<file path="src/rtl/regfile_wb_scheduler_pkg.sv">
// regfile_wb_scheduler_pkg: shared register-file geometry and index types
package regfile_wb_scheduler_pkg;
  localparam int RF_NREQ = 2;
  localparam int RF_DATA_W = 16;
  localparam int RF_REG_AW = 3;
  localparam int RF_NREGS = 2 ** RF_REG_AW;
  typedef logic [RF_REG_AW-1:0] rf_idx_t;
  typedef logic [RF_DATA_W-1:0] rf_data_t;
  function automatic int ptr_w(input int n);
    return (n > 1) ? $clog2(n) : 1;
  endfunction
endpackage

</file>
<file path="src/rtl/regfile_wb_scheduler_if.sv">
// regfile_wb_scheduler_if: writeback requester bundle, one lane per requester
interface regfile_wb_scheduler_if
  import regfile_wb_scheduler_pkg::*;
#(
  parameter int NREQ = RF_NREQ,
  parameter int DATA_W = RF_DATA_W,
  parameter int REG_AW = RF_REG_AW
);
  logic [NREQ-1:0] req_valid;
  logic [NREQ-1:0] req_ready;
  logic [NREQ*REG_AW-1:0] req_reg;
  logic [NREQ*DATA_W-1:0] req_data;
  modport master (output req_valid, req_reg, req_data, input req_ready);
  modport slave (input req_valid, req_reg, req_data, output req_ready);
endinterface

</file>
<file path="src/rtl/regfile_wb_scheduler_rr_arbiter.sv">
// rr_arbiter: round-robin one-hot grant, search starts at rr_ptr and wraps
module rr_arbiter
  import regfile_wb_scheduler_pkg::*;
#(
  parameter int N = RF_NREQ,
  localparam int PW = ptr_w(N)
) (
  input  logic         clk,
  input  logic         rst_n,
  input  logic [N-1:0] valid,
  output logic [N-1:0] grant
);
  logic [PW-1:0] rr_ptr, gidx, j;
  logic hit;
  always_comb begin
    grant = '0;
    gidx = rr_ptr;
    hit = 1'b0;
    j = '0;
    for (int i = 0; i < N; i++) begin
      j = PW'((int'(rr_ptr) + i) % N);
      if (!hit && valid[j]) begin
        hit = 1'b1;
        grant[j] = 1'b1;
        gidx = j;
      end
    end
  end
  always_ff @(posedge clk or negedge rst_n)
    if (!rst_n) rr_ptr <= '0;
    else if (hit) rr_ptr <= (gidx == PW'(N - 1)) ? '0 : gidx + PW'(1);
endmodule

</file>
<file path="src/rtl/regfile_wb_scheduler.sv">
// regfile_wb_scheduler: round-robin writeback onto one register-file write port
// plus a busy-bit scoreboard for RAW/WAW stalls
module regfile_wb_scheduler
  import regfile_wb_scheduler_pkg::*;
#(
  parameter int NREQ = RF_NREQ,
  parameter int DATA_W = RF_DATA_W,
  parameter int REG_AW = RF_REG_AW,
  localparam int NREGS = 2 ** REG_AW
) (
  input  logic                 clk,
  input  logic                 rst_n,
  regfile_wb_scheduler_if.slave wb,
  input  logic                 rsv_valid,
  input  logic [REG_AW-1:0]    rsv_reg,
  output logic                 rsv_ready,
  input  logic [REG_AW-1:0]    chk_reg1,
  input  logic [REG_AW-1:0]    chk_reg2,
  output logic                 chk_busy1,
  output logic                 chk_busy2,
  output logic [NREGS-1:0]     busy,
  output logic                 rf_write,
  output logic [REG_AW-1:0]    rf_wreg,
  output logic [DATA_W-1:0]    rf_wd,
  output logic                 err_unrsv
);
  logic [NREQ-1:0] grant;
  logic [REG_AW-1:0] g_reg;
  logic [DATA_W-1:0] g_data;
  logic [NREGS-1:0] set, clr;
  rr_arbiter #(.N(NREQ)) u_arb (.clk, .rst_n, .valid(wb.req_valid), .grant);
  assign wb.req_ready = grant;
  always_comb begin
    g_reg = '0;
    g_data = '0;
    for (int i = 0; i < NREQ; i++)
      if (grant[i]) begin
        g_reg = wb.req_reg[i*REG_AW +: REG_AW];
        g_data = wb.req_data[i*DATA_W +: DATA_W];
      end
  end
  assign rsv_ready = ~busy[rsv_reg];
  assign chk_busy1 = busy[chk_reg1];
  assign chk_busy2 = busy[chk_reg2];
  // set is OR-ed after the clear so a same-index reservation wins
  assign set = (rsv_valid && rsv_ready) ? NREGS'(1) << rsv_reg : '0;
  assign clr = rf_write ? NREGS'(1) << rf_wreg : '0;
  always_ff @(posedge clk or negedge rst_n)
    if (!rst_n) begin
      busy <= '0;
      rf_write <= 1'b0;
      rf_wreg <= '0;
      rf_wd <= '0;
      err_unrsv <= 1'b0;
    end else begin
      busy <= (busy & ~clr) | set;
      rf_write <= |grant;
      if (|grant) begin
        rf_wreg <= g_reg;
        rf_wd <= g_data;
      end
      err_unrsv <= rf_write & ~busy[rf_wreg];
    end
endmodule

</file>
<file path="src/flat_wrapper.sv">
// flat-port wrapper written by rule: the top's interface ports become plain ports
module regfile_wb_scheduler_flat import regfile_wb_scheduler_pkg::*;
#(
  parameter int NREQ = RF_NREQ,
  parameter int DATA_W = RF_DATA_W,
  parameter int REG_AW = RF_REG_AW,
  localparam int NREGS = 2 ** REG_AW
)
  (clk, rst_n, rsv_valid, rsv_reg, rsv_ready, chk_reg1, chk_reg2, chk_busy1, chk_busy2, busy, rf_write, rf_wreg, rf_wd, err_unrsv, wb_req_valid, wb_req_reg, wb_req_data, wb_req_ready);
  regfile_wb_scheduler_if #(.NREQ(NREQ), .DATA_W(DATA_W), .REG_AW(REG_AW)) wb_i ();
  input  logic clk;
  input  logic rst_n;
  input  logic rsv_valid;
  input  logic [REG_AW-1:0] rsv_reg;
  output logic rsv_ready;
  input  logic [REG_AW-1:0] chk_reg1;
  input  logic [REG_AW-1:0] chk_reg2;
  output logic chk_busy1;
  output logic chk_busy2;
  output logic [NREGS-1:0] busy;
  output logic rf_write;
  output logic [REG_AW-1:0] rf_wreg;
  output logic [DATA_W-1:0] rf_wd;
  output logic err_unrsv;
  input wire logic [$bits(wb_i.req_valid)-1:0] wb_req_valid;
  input wire logic [$bits(wb_i.req_reg)-1:0] wb_req_reg;
  input wire logic [$bits(wb_i.req_data)-1:0] wb_req_data;
  output wire logic [$bits(wb_i.req_ready)-1:0] wb_req_ready;
  assign wb_i.req_valid = wb_req_valid;
  assign wb_i.req_reg = wb_req_reg;
  assign wb_i.req_data = wb_req_data;
  assign wb_req_ready = wb_i.req_ready;
  regfile_wb_scheduler #(.NREQ(NREQ), .DATA_W(DATA_W), .REG_AW(REG_AW)) u_core (.clk(clk), .rst_n(rst_n), .wb(wb_i), .rsv_valid(rsv_valid), .rsv_reg(rsv_reg), .rsv_ready(rsv_ready), .chk_reg1(chk_reg1), .chk_reg2(chk_reg2), .chk_busy1(chk_busy1), .chk_busy2(chk_busy2), .busy(busy), .rf_write(rf_write), .rf_wreg(rf_wreg), .rf_wd(rf_wd), .err_unrsv(err_unrsv));
endmodule
</file>
<file path="config.mk">
export PLATFORM = sky130hd
export DESIGN_NAME = regfile_wb_scheduler_flat
export DESIGN_NICKNAME = d
export VERILOG_FILES = /design/src/rtl/regfile_wb_scheduler_pkg.sv /design/src/rtl/regfile_wb_scheduler_if.sv /design/src/rtl/regfile_wb_scheduler_rr_arbiter.sv /design/src/rtl/regfile_wb_scheduler.sv /design/src/flat_wrapper.sv
export SDC_FILE = /design/constraint.sdc
export NUM_CORES = 1
export LEC_CHECK = 0
export CORE_UTILIZATION = 39
export CTS_BUF_LIST = sky130_fd_sc_hd__clkbuf_16
export DETAILED_ROUTE_END_ITERATION = 10
export PLACE_DENSITY_LB_ADDON = 0.25
export SLEW_MARGIN = 20
export SYNTH_ARGS = -nofsm -noshare
export SYNTH_HDL_FRONTEND = slang
export SYNTH_HIERARCHICAL = 1
export SYNTH_SLANG_ARGS = --single-unit
</file>
<file path="constraint.sdc">
create_clock -name clk -period 1.99 [get_ports clk]
set_input_delay 0.4975 -clock clk [delete_from_list [all_inputs] [get_ports clk]]
set_output_delay 0.4975 -clock clk [all_outputs]
set_load 0.05 [all_outputs]
</file>
Word-level counts from Yosys, hierarchy flattened

Cells that the tools add are included.

Flip-flop bits (word level): 30
Latch bits: 0
RAM bits: 0
Memory bits (read-only): 0
Input bits: 52
Output and inout bits: 34
Word-level logic and storage cells: 59
Memories kept: 0

Add/sub/neg operators: 2
Multiply operators: 0
Div/mod/pow operators: 0
$lt $le $gt $ge: 8
Equal/unequal tests: 0
Shift-type cells: 2
Mux-type cells: 28
Bitwise gates (word level): 7
Reduce and logical (&&, ||, !) cells: 6

Operators with widths:

| operator                                                   | count |
|---|---|
| two-way mux 16 bit                                         | 2 |
| less-than comparator 3 x 4 -> 1 bit, second input constant | 4 |
| two-way mux 8 bit                                          | 2 |
| left shift 1 x 3 -> 8 bit, first input constant            | 2 |
| two-way mux 1 bit                                          | 14 |
| binary-select mux 1 bit (select 3 bit)                     | 4 |
| bitwise AND 8 bit                                          | 1 |
| NOT 8 bit                                                  | 1 |
| OR 8 bit                                                   | 1 |
| two-way mux 3 bit                                          | 2 |
| logical AND 1 bit                                          | 4 |
| less-than comparator 1 x 2 -> 1 bit, second input constant | 2 |
| two-way mux 2 bit                                          | 2 |
| adder 1 bit, second input constant                         | 2 |
| demux 1 bit (select 1 bit)                                 | 2 |
| >= comparator 1 bit, second input constant                 | 2 |
| NOT 1 bit                                                  | 2 |
| OR 2 bit                                                   | 1 |
| OR reduction 2 bit                                         | 1 |
| bitwise AND 1 bit                                          | 1 |
| zero test 1 bit                                            | 1 |

Logic depth before layout (Yosys ltp)

Word-level depth: 9
Gate-level depth with buffers: 6
Mapped depth without buffers: 4

Hierarchy

Netlist, hierarchy kept.

Modules (own cells, without submodules):

| module               | instances | cells an instance | area each (um^2) | seq. area each (um^2) |
|---|---|---|---|---|
| regfile_wb_scheduler | 1         | 142               | 1559.0           | 725.7 |
| rr_arbiter           | 1         | 6                 | 53.8             | 25.0 |

Worst setup path before layout

No wires, ideal clock.

Path kind: input to register
Start: input wb_req_valid[0]
End: register u_core.rf_wreg[2]
Library setup time: 0.133 ns
Arrival: 2.441 ns
Required time: 1.857 ns
Slack: -0.584 ns
Stages: 4
Buffers on the path: 1
Cell sequence: a21boi_0 -> buf_2 -> mux2i_1 -> o21ai_0

Longest elaborated chain between the ends: 8
Elaborated cells between the ends (all ways): 13
Classes of those cells: mux: 9; bitwise: 1; reduce/logical: 3

RTL lines:

| what                                                  | line                                  | source |
|---|---|---|
| start, declared                                       | flat_wrapper.sv:25                    | `input wire logic [$bits(wb_i.req_valid)-1:0] wb_req_valid;` |
| two-way mux 1 bit (implied by the code) (2 in series) | regfile_wb_scheduler_rr_arbiter.sv:22 | `if (!hit && valid[j]) begin` |
| two-way mux 1 bit                                     | regfile_wb_scheduler_rr_arbiter.sv:22 |  |
| zero test 1 bit                                       | regfile_wb_scheduler_rr_arbiter.sv:22 |  |
| logical AND 1 bit                                     | regfile_wb_scheduler_rr_arbiter.sv:22 |  |
| two-way mux 2 bit (*)                                 | regfile_wb_scheduler_rr_arbiter.sv:22 |  |
| two-way mux 3 bit (2 in series)                       | regfile_wb_scheduler.sv:37            | `if (grant[i]) begin` |
| end signal, assigned                                  | regfile_wb_scheduler.sv:59            | `rf_wreg <= g_reg;` |
| end, declared                                         | regfile_wb_scheduler.sv:23            | `output logic [REG_AW-1:0] rf_wreg,` |

Every way passes the cells marked *; elsewhere a longest branch is shown, timed or not. The select of a mux whose other input is x is not followed.
A chain may end at the register's enable or synchronous reset.

Worst setup path after layout

Start: register u_core.busy[1]
End: output chk_busy2

Longest elaborated chain between the ends: 2

RTL lines:

| what                                    | line                       | source |
|---|---|---|
| start, declared                         | regfile_wb_scheduler.sv:21 | `output logic [NREGS-1:0] busy,` |
| start signal, assigned                  | regfile_wb_scheduler.sv:56 | `busy <= (busy & ~clr) \| set;` |
| binary-select mux 1 bit (select 3 bit)  | regfile_wb_scheduler.sv:44 | `assign chk_busy2 = busy[chk_reg2];` |
| two-way mux 1 bit (implied by the code) | regfile_wb_scheduler.sv:44 |  |
| end, declared                           | flat_wrapper.sv:19         | `output logic chk_busy2;` |

Every way passes these cells. The select of a mux whose other input is x is not followed.

==> results.py <==
metrics = {
    "status": {
        "status": "finished, violations left",
        "violations": "negative setup slack",
    },
    "worst_hold_path": {
        "hold_start": "u_core/rf_write",
        "hold-path-endpoint": "u_core/err_unrsv",
        "hold_class": "reg2reg",
        "holdPathStages": 1,
    },
    "global_route": {
        "grt_start_max_net_pins": 31,
        "grt_first_pass_wirelength_um": 6980,
        "grt_util_all_layers_pct": 21.6,
        "antenna_found_initial": 0,
        "first_global_vias": 1469,
        "grt_overflow": 0,
    },
    "detailed_routing": {
        "route.vias.total": 1535,
        "drtAntennaViolNets": 0,
        "drc": 0,
        "vias_per_cell": 5.15,
        "totalWireLength_um": 4360,
        "dr.first_iter.drc_count": 105,
        "wire_per_inst_um": 14.6,
        "first_pass_iters": 6,
    },
    "setup_path": {
        "endpoint_kind": "primary output",
        "cp_slowest_cell": "dfrtp_2",
        "path_max_fanout": 7,
        "cp_cell_sequence": "mux4_2 -> mux2_4 -> buf_8",
        "worstRegToRegCells": 4,
        "rr_endpoint": "u_core/rf_write",
        "crit_type": "reg2out",
        "r2r-start": "u_core/u_arb/rr_ptr",
        "cp.required_ps": 1490,
        "arrival_ps": 1620,
        "cp-start-kind": "register",
        "slowest_delay_ps": 460,
        "rrSetupSlack_ps": 630,
    },
    "sta": {
        "worst_slew_pin_slew_ps": 496,
        "slew_violations": 0,
        "rsz0062_at_grt": "true",
        "fmax_mhz": 472,
        "finalCritPeriodShare_pct": 107,
        "finalHoldViolCount": 0,
        "period_minus_slack_ps": 2120,
        "whs_ps": 562,
        "setup_slack_ps": -131,
        "setup_viol": 3,
        "max_slew_margin_pct": 66.8,
        "skew_ps": 2.07,
    },
    "synth": {
        "synth_adder_area_share_pct": 0,
        "ys.warnings.count": 6,
        "synth-seq-cells": 30,
        "synth_xor_area_share_pct": 0,
        "synthMuxAreaShare_pct": 26.1,
        "synth.avg_cell_area_um2": 10.9,
        "synth_area_mm2": 0.00161,
        "yosysSeqAreaShare_pct": 46.5,
        "syn-instance-count": 148,
        "synth_cell_types": 23,
        "synth_compound_gate_area_share_pct": 11.6,
        "synth_top_family_by_area": "multiplexers",
        "syn-num-nets": 200,
        "synth-simple-area-share_pct": 12.6,
    },
    "pwr": {
        "switching_power_mw": 1.49,
        "swShare_pct": 42.2,
        "powerDensity_mw_per_mm2": 1280,
        "p_seq_share_pct": 27.7,
        "pwr-share-clk_pct": 19.8,
        "ir_drop_mv": 0.712,
        "finalPower_mw": 3.53,
        "combPwrFrac_pct": 52.5,
        "total_leakage_power_nw": 1.19,
        "p_int_mw": 2.04,
    },
    "final_layout": {
        "final_cells": 298,
        "diodes": 0,
        "n_fill_cell": 329,
        "fin_util_pct": 69.4,
        "final_layout_size_suffix_gt1_share_pct": 29.0,
        "area_growth_pct": 71.0,
        "fin_nets": 299,
    },
    "clock_network": {
        "htreeDepth": 2,
        "cts.sinks": 30,
        "cts_buffer_depth": 2,
        "cts_hold_buf": 0,
        "cts_tree": "yes",
        "path_clk_slew_ps": 50,
        "worst_skew_pair.late_latency_ps": 270,
        "cts-buffers-inserted": 5,
        "root_buffer": "clkbuf_16",
    },
    "floorplanning": {
        "die_w_um": 66.3,
        "rows": 23,
        "dieArea_mm2": 0.00440,
        "die_h_um": 66.3,
        "coreArea_mm2": 0.00397,
        "initial_utilization_pct": 40.6,
        "ios": 86,
    },
    "placed_design": {
        "pre_cts_ws_ps": -506,
        "gp_congestion": 0.777,
        "io_buffers": 85,
        "dp_hpwl_um": 3080,
        "dp.cells": 282,
    },
    "job": {
        "cap_violations": 0,
    },
}
how the worst max path moves through the flow:
stage,to,slack [ps],from,cells after the start
after CTS,chk_busy1,-130,u_core/busy[6],3
after global routing,chk_busy1,-160,u_core/busy[2],3
after global placement,chk_busy1,-480,chk_reg1[0],4
after detailed placement,chk_busy1,-510,chk_reg1[0],4
after floorplan,rsv_ready,3,rsv_reg[0],3
final,chk_busy2,-130,u_core/busy[1],3
synth_stat cells (all sizes together):
cell | count | area [µm²]
nand4 | 1 | 6.26
and2 | 2 | 12.5
mux2 | 2 | 22.5
nand3b | 1 | 7.51
buf | 4 | 26.3
o31ai | 1 | 7.51
or2 | 1 | 6.26
nand2b | 3 | 18.8
inv | 1 | 3.75
dfrtp | 30 | 751
a21boi | 1 | 7.51
mux4 | 7 | 158
nand4bb | 2 | 22.5
mux2i | 24 | 240
nor2 | 2 | 7.51
nand4b | 3 | 26.3
or2b | 1 | 7.51
o21ai | 33 | 165
nand2 | 21 | 78.8
clkbuf | 6 | 22.5
a31oi | 1 | 6.26
nor4b | 1 | 8.76
power groups by stage:
stage	clock network, mW	registers, mW	logic [mW]
final	0.697	0.978	1.85
after global routing	0.750	1.00	1.95
after CTS	0.716	0.977	1.86
after detailed placement	0	1.01	1.66
after global placement	0	0.999	1.64
after floorplan	0	1.47	0.560
cells by family after synthesis:
group | after synthesis
buf+inv | 11
flops | 30
simple gates | 38
compound gates | 36
mux | 33
metal layers:
metal | up-vias | global-route usage [%] | share of wire [%]
li1 | 739 | - | -
met1 | 731 | 27.0 | 44
met2 | 61 | 34.1 | 49
met3 | 4 | 8.45 | 7.1
met4 | 0 | 6.65 | 0.57
met5 | - | 0 | 0
cells in the final DEF, fill, tap and decap left out, drive strengths merged:
master	instances
or2b	1
and2	2
a21boi	1
nand4	1
nand3b	1
clkbuf	5
buf	46
clkdlybuf4s50	53
inv	2
or2	1
mux4	7
nand2	21
a31oi	1
nand4b	3
dfrtp	30
o31ai	1
nor2	2
nand4bb	2
nor4b	1
mux2i	24
clkinv	2
o21ai	33
mux2	2
dlygate4sd2	3
nand2b	3
worst max-delay path: cells and delay by family, from the launching register on:
family	cells	cell delay, ps
mux	2	750
flops	1	460
buf+inv	1	150
area by class of cell:
cell class	instances	area (µm²)	area share, %
Timing Repair Buffer	102	960	34.8
Sequential cell	30	761	27.6
Clock buffer	5	125	4.54
Tap cell	50	62.6	2.27
Inverter	1	3.75	0.136
Clock inverter	3	12.5	0.454
Multi-Input combinational cell	107	833	30.2
flip-flops by register name, summed over array words and instances (netlist names):
| register | count |
|---|---|
| u_core/u_arb/rr_ptr | 1 |
| u_core/rf_wreg | 3 |
| u_core/rf_wd | 16 |
| u_core/err_unrsv | 1 |
| u_core/busy | 8 |
| u_core/rf_write | 1 |
through the flow:
step / cell area [µm²] / setup TNS [ps]
3_5_place_dp: 2550 / -1460
6_report: 2760 / -323
3_3_place_gp: 2550 / -1400
5_1_grt: 2760 / -421
2_1_floorplan: 1650 / 0
4_1_cts: 2760 / -322
what timing repair did:
action | CTS | global route
buffers inserted | 8 | 0
gates resized for setup | 22 | 0
setup endpoints to repair | 3 | 3
Power figures use the tool's default switching activity.
